`src/rtl/handshake_pkg.sv`:
```
// rtl/handshake_pkg.sv - shared constants and helpers for the handshake token blocks
//
// HS_CONST_64 : default reference constant compared against incoming tokens
// ptr_width() : pointer width for a buffer of 'depth' slots (clog2, minimum 1)
package handshake_pkg;

   localparam logic [16:0] HS_CONST_64 = 17'b01000000011100111;

   function automatic int ptr_width(input int depth);
      int w;
      w = $clog2(depth);
      return (w < 1) ? 1 : w;
   endfunction

endpackage

```
`src/rtl/handshake_flag_fifo.sv`:
```
// rtl/handshake_flag_fifo.sv - 1-bit-wide synchronous FIFO with explicit occupancy counter
//
// Ports:
//   clk, rst : clock, synchronous active-high reset (clears pointers and occupancy)
//   push     : write din at the tail (ignored when full)
//   pop      : drop the head entry (ignored when empty)
//   din      : flag written on push
//   dout     : flag at the head (meaningful only when !empty)
//   empty    : occupancy == 0
//   full     : occupancy == DEPTH
module handshake_flag_fifo
   import handshake_pkg::*;
#(
   parameter int DEPTH = 2
) (
   input  logic clk,
   input  logic rst,
   input  logic push,
   input  logic pop,
   input  logic din,
   output logic dout,
   output logic empty,
   output logic full
);

   localparam int                PTR_W    = ptr_width(DEPTH);
   localparam logic [PTR_W-1:0]  LAST_PTR = PTR_W'(DEPTH - 1);
   // One extra bit so the counter can hold DEPTH itself.
   localparam logic [PTR_W:0]    FULL_OCC = (PTR_W + 1)'(DEPTH);

   logic [DEPTH-1:0] slots;
   logic [PTR_W-1:0] wr_ptr;
   logic [PTR_W-1:0] rd_ptr;
   logic [PTR_W:0]   occ;
   logic             do_push;
   logic             do_pop;

   assign empty   = (occ == '0);
   assign full    = (occ == FULL_OCC);
   assign dout    = slots[rd_ptr];
   assign do_push = push && !full;
   assign do_pop  = pop && !empty;

   // Pointers wrap explicitly at DEPTH so non-power-of-two depths work.
   function automatic logic [PTR_W-1:0] ptr_next(input logic [PTR_W-1:0] p);
      return (p == LAST_PTR) ? '0 : p + 1'b1;
   endfunction

   always_ff @(posedge clk) begin
      if (rst) begin
         wr_ptr <= '0;
         rd_ptr <= '0;
         occ    <= '0;
      end else begin
         if (do_push) begin
            wr_ptr <= ptr_next(wr_ptr);
         end
         if (do_pop) begin
            rd_ptr <= ptr_next(rd_ptr);
         end
         unique case ({do_push, do_pop})
            2'b10:   occ <= occ + 1'b1;
            2'b01:   occ <= occ - 1'b1;
            default: occ <= occ;
         endcase
      end
   end

   // Slot contents need no reset: a slot is only read after it has been written.
   always_ff @(posedge clk) begin
      if (!rst && do_push) begin
         slots[wr_ptr] <= din;
      end
   end

endmodule

```
`src/rtl/handshake_token_match.sv`:
```
// rtl/handshake_token_match.sv - compare data tokens to a constant, route as match/miss control tokens
//
// Ports:
//   clk, rst                 : clock, synchronous active-high reset
//   ins, ins_valid, ins_ready: input data token channel
//   match_valid, match_ready : control token for heads equal to CONST_VALUE
//   miss_valid,  miss_ready  : control token for heads different from CONST_VALUE
//   match_count, miss_count  : saturating counts of completed match / miss transfers
module handshake_token_match
   import handshake_pkg::*;
#(
   parameter int DATA_WIDTH  = 32,
   parameter     CONST_VALUE = HS_CONST_64,
   parameter int DEPTH       = 2,
   parameter int COUNT_WIDTH = 16
) (
   input  logic                   clk,
   input  logic                   rst,
   input  logic [DATA_WIDTH-1:0]  ins,
   input  logic                   ins_valid,
   output logic                   ins_ready,
   output logic                   match_valid,
   input  logic                   match_ready,
   output logic                   miss_valid,
   input  logic                   miss_ready,
   output logic [COUNT_WIDTH-1:0] match_count,
   output logic [COUNT_WIDTH-1:0] miss_count
);

   // Zero-extends or truncates the constant to the data width.
   localparam logic [DATA_WIDTH-1:0] REF_VALUE = DATA_WIDTH'(CONST_VALUE);

   logic fifo_empty;
   logic fifo_full;
   logic head_flag;
   logic push;
   logic match_pop;
   logic miss_pop;

   // Only registered occupancy feeds ins_ready; a pop in the same cycle
   // does not free the slot early.
   assign ins_ready   = !rst && !fifo_full;
   assign push        = ins_valid && ins_ready;

   assign match_valid = !rst && !fifo_empty && head_flag;
   assign miss_valid  = !rst && !fifo_empty && !head_flag;
   assign match_pop   = match_valid && match_ready;
   assign miss_pop    = miss_valid && miss_ready;

   handshake_flag_fifo #(
      .DEPTH (DEPTH)
   ) u_fifo (
      .clk   (clk),
      .rst   (rst),
      .push  (push),
      .pop   (match_pop || miss_pop),
      .din   (ins == REF_VALUE),
      .dout  (head_flag),
      .empty (fifo_empty),
      .full  (fifo_full)
   );

   always_ff @(posedge clk) begin
      if (rst) begin
         match_count <= '0;
         miss_count  <= '0;
      end else begin
         if (match_pop && (match_count != '1)) begin
            match_count <= match_count + 1'b1;
         end
         if (miss_pop && (miss_count != '1)) begin
            miss_count <= miss_count + 1'b1;
         end
      end
   end

endmodule

```
`config.mk`:
```
export PLATFORM = sky130hd
export DESIGN_NAME = handshake_token_match
export DESIGN_NICKNAME = d
export VERILOG_FILES = /design/src/rtl/handshake_pkg.sv /design/src/rtl/handshake_flag_fifo.sv /design/src/rtl/handshake_token_match.sv
export SDC_FILE = /design/constraint.sdc
export NUM_CORES = 1
export LEC_CHECK = 0
export ABC_CLOCK_PERIOD_IN_PS = 3600
export BUFFER_PORTS_ARGS = -buffer_cell sky130_fd_sc_hd__buf_4
export CORE_MARGIN = 2
export CORE_UTILIZATION = 54
export CTS_CLUSTER_SIZE = 8
export DETAILED_ROUTE_END_ITERATION = 8
export PLACE_DENSITY = 0.95
export SETUP_SLACK_MARGIN = 0.05
export SYNTH_ARGS = -nofsm -noshare
export SYNTH_HDL_FRONTEND = slang
export SYNTH_SLANG_ARGS = --single-unit
```
`constraint.sdc`:
```
create_clock -name clk -period 3.6 [get_ports clk]
set_clock_uncertainty 0.2 [all_clocks]
set_input_delay 0.36 -clock clk [delete_from_list [all_inputs] [get_ports clk]]
set_output_delay 0.36 -clock clk [all_outputs]
set_load 0.01 [all_outputs]
```
==> out/qor.csv <==
metric,value,unit
clk_latency,0.29,ns
synthArstFlopShare,0,%
holdCritStartpoint,rst,
rr_endpoint,u_fifo.occ[1],
cp_slowest_cell,nand3_1,
ff2ff_path_depth,6,
grt_max_degree,33,
core,3689,um^2
synth_seq_cells,38,
drive_gt1_share,28.62,%
power.density,294.8,nW/um^2
first_iter_violations,287,
start_kind,flop,
rows,22,
clock_tree.root_cell,clkbuf_8,
vias,2234,
finalCritPeriodShare,69.86,%
critPathMaxStageDelay,0.49,ns
grt_pass1_wl,9073,um
hold_path.class,input pin to flop,
finalHoldViolCount,0,
ys_types,44,
synth_top_family_by_area,simple AND/OR/NAND/NOR gates,
max_cap_viol_count,0,
cts_buffer_depth,2,
antenna_cells,0,
cts_tree,built,
portBuffers,71,
tightest_slew,0.7175,ns
clk_pin_slew_worst_paths,0.07,ns
synth_common_cells,"dfxtp_1, nand2_1, nor2_1",
worstPathRequired,3.62,ns
nets,358,
rr_startpoint,u_fifo.rd_ptr,
yosys.cell_count.top_type,dfxtp_1,
endpoint_kind,flop,
fill_cells,283,
ys_seq_area_share,37.30,%
path_delay_family,simple AND/OR/NAND/NOR gates,
clock.fmax,0.3976,GHz
routabilityCongestion,0.8786,
viasPerCell,6.104,
ys_warn_count,0,
die_y,66.26,um
post-cts-setup-buffers,0,
synth.area.top_cells,"dfxtp_1, mux2i_1, nand2_1, nor4_1, a21oi_1",
synth_top_area_share,34.43,%
die-area,4390,um^2
rsz0062_at_grt,false,
critical_path.cell_chain,mux2_2 > nand3_1 > nand2_1 > ha_1 > or3_1 > a21oi_1,
placed_area,2655,um^2
fin_crit,2.515,ns
initial_core_util,56.75,%
die_w,66.26,um
numCtsBuffers,5,
synth_flop_cell,dfxtp_1,
totalWireLength,5408,um
wl_per_cell,14.78,um
synthAdderAreaFrac,1.793,%
holdBufCountCts,0,
peakVddDrop,186.4,uV
io_pins,72,
tns,0,ns
drc,0,
p_leak,1.046,nW
ant_nets,0,
synth_area_leader_cell,dfxtp_1,
status,"complete, no violations",
worstPathArrival,2.53,ns
synth_cells,250,
synth-compound-area-share,16.74,%
synth-simple-area-share,31.98,%
dp_hpwl,3900,um
hold_end,u_fifo.occ[0],
grt_pass1_vias,2162,
cts_resized,0,
final-setup-viol-count,0,
synth_xor_area_share,1.255,%
synthToLayoutAreaGrowth,30.48,%
min_path_cells,2,
crit_buf_inv,0,
syn_nets,290,
r2r_slack,1.09,ns
synth-edff-count,2,
synthMuxAreaShare,7.531,%
firstDrtPassIters,4,
power,0.0008052,W
groute.usage.overall,26.49,%
fin_area,2731,um^2
h-tree-depth,2,
grt_overflow,0,
slew_viol_final,0,
antenna_found_initial,0,
slew_headroom,51.80,%
clkSinkCount,38,
crit_fanout,18,
path_class,flop to flop,
synth.avg_cell_area,8.373,um^2
synth_area,2093,um^2
power breakdown:
group / internal, W / leakage, nW / switching (W)
combinational: 0.0000484 / 0.697 / 0.0000405
sequential: 0.000431 / 0.311 / 0.00000977
clock: 0.000133 / 0.0383 / 0.000142
total: 0.000613 / 1.05 / 0.000192
how the worst max path moves through the flow:
stage                   from       endpoint  slack [ns]  cells after the start
3_3_place_gp             rst  u_fifo.occ[1]        1.05                      7
6_report       u_fifo.rd_ptr  u_fifo.occ[1]        1.09                      6
2_1_floorplan  u_fifo.rd_ptr  u_fifo.occ[1]        1.25                      7
4_1_cts        u_fifo.rd_ptr  u_fifo.occ[1]        1.10                      6
5_1_grt        u_fifo.rd_ptr  u_fifo.occ[1]        0.91                      6
3_5_place_dp             rst  u_fifo.occ[1]        1.01                      7
layout by cell type, fill, tap and decap left out, drive strengths merged, types with 2 or more instances in the layout:
master,instances
a21oi,15
and3,5
and4,3
buf,72
clkbuf,7
dfxtp,36
edfxtp,2
ha,3
inv,7
mux2,6
mux2i,9
nand2,24
nand3,10
nand4,10
nand4b,2
nor2,17
nor2b,4
nor3,8
nor4,13
o211ai,6
o21ai,6
o311ai,3
o31a,2
o31ai,10
o41ai,3
or2,2
or3,10
or4,8
or4b,2
xnor2,2
stage by stage:
step | util, % | std cells | hold WS (ns) | setup WS, ns
2_1_floorplan | - | 250 | 0.2839 | 1.245
3_3_place_gp | 71.98 | 359 | 0.2682 | 1.054
3_5_place_dp | 71.98 | 359 | 0.2884 | 1.015
4_1_cts | 74.05 | 366 | 0.2515 | 1.098
5_1_grt | 74.05 | 366 | 0.2496 | 0.9061
6_report | 74.05 | 366 | 0.2480 | 1.085
state kept, by name (all words and copies together), names as in the netlist:
| name | count |
|---|---|
| u_fifo.slots | 2 |
| miss_count | 16 |
| u_fifo.occ | 2 |
| u_fifo.rd_ptr | 1 |
| u_fifo.wr_ptr | 1 |
| match_count | 16 |
cell type report:
cell class                      instances  area [um^2]  share of cell area (%)
Sequential cell                        38        780.7                   28.58
Inverter                                7        26.28                  0.9620
Timing Repair Buffer                   72        540.5                   19.79
Multi-Input combinational cell        194         1247                   45.67
Clock buffer                            7        76.32                   2.794
Tap cell                               48        60.06                   2.199
cells by family after synthesis:
| kind of cell | count (synthesis) |
|---|---|
| compound gates | 52 |
| xor+xnor | 3 |
| fa+ha+maj | 3 |
| buf+inv | 18 |
| flops | 38 |
| mux | 15 |
| simple gates | 121 |
layer usage:
layer	vias to the layer above	global-route usage (%)	routed length (um)
met5	-	0	0
li1	1094	-	-
met1	1031	31.61	2291
met4	0	10.97	72
met2	98	46.13	2698
met3	11	5.111	346
Note: power is estimated with default switching activity, not from simulation.
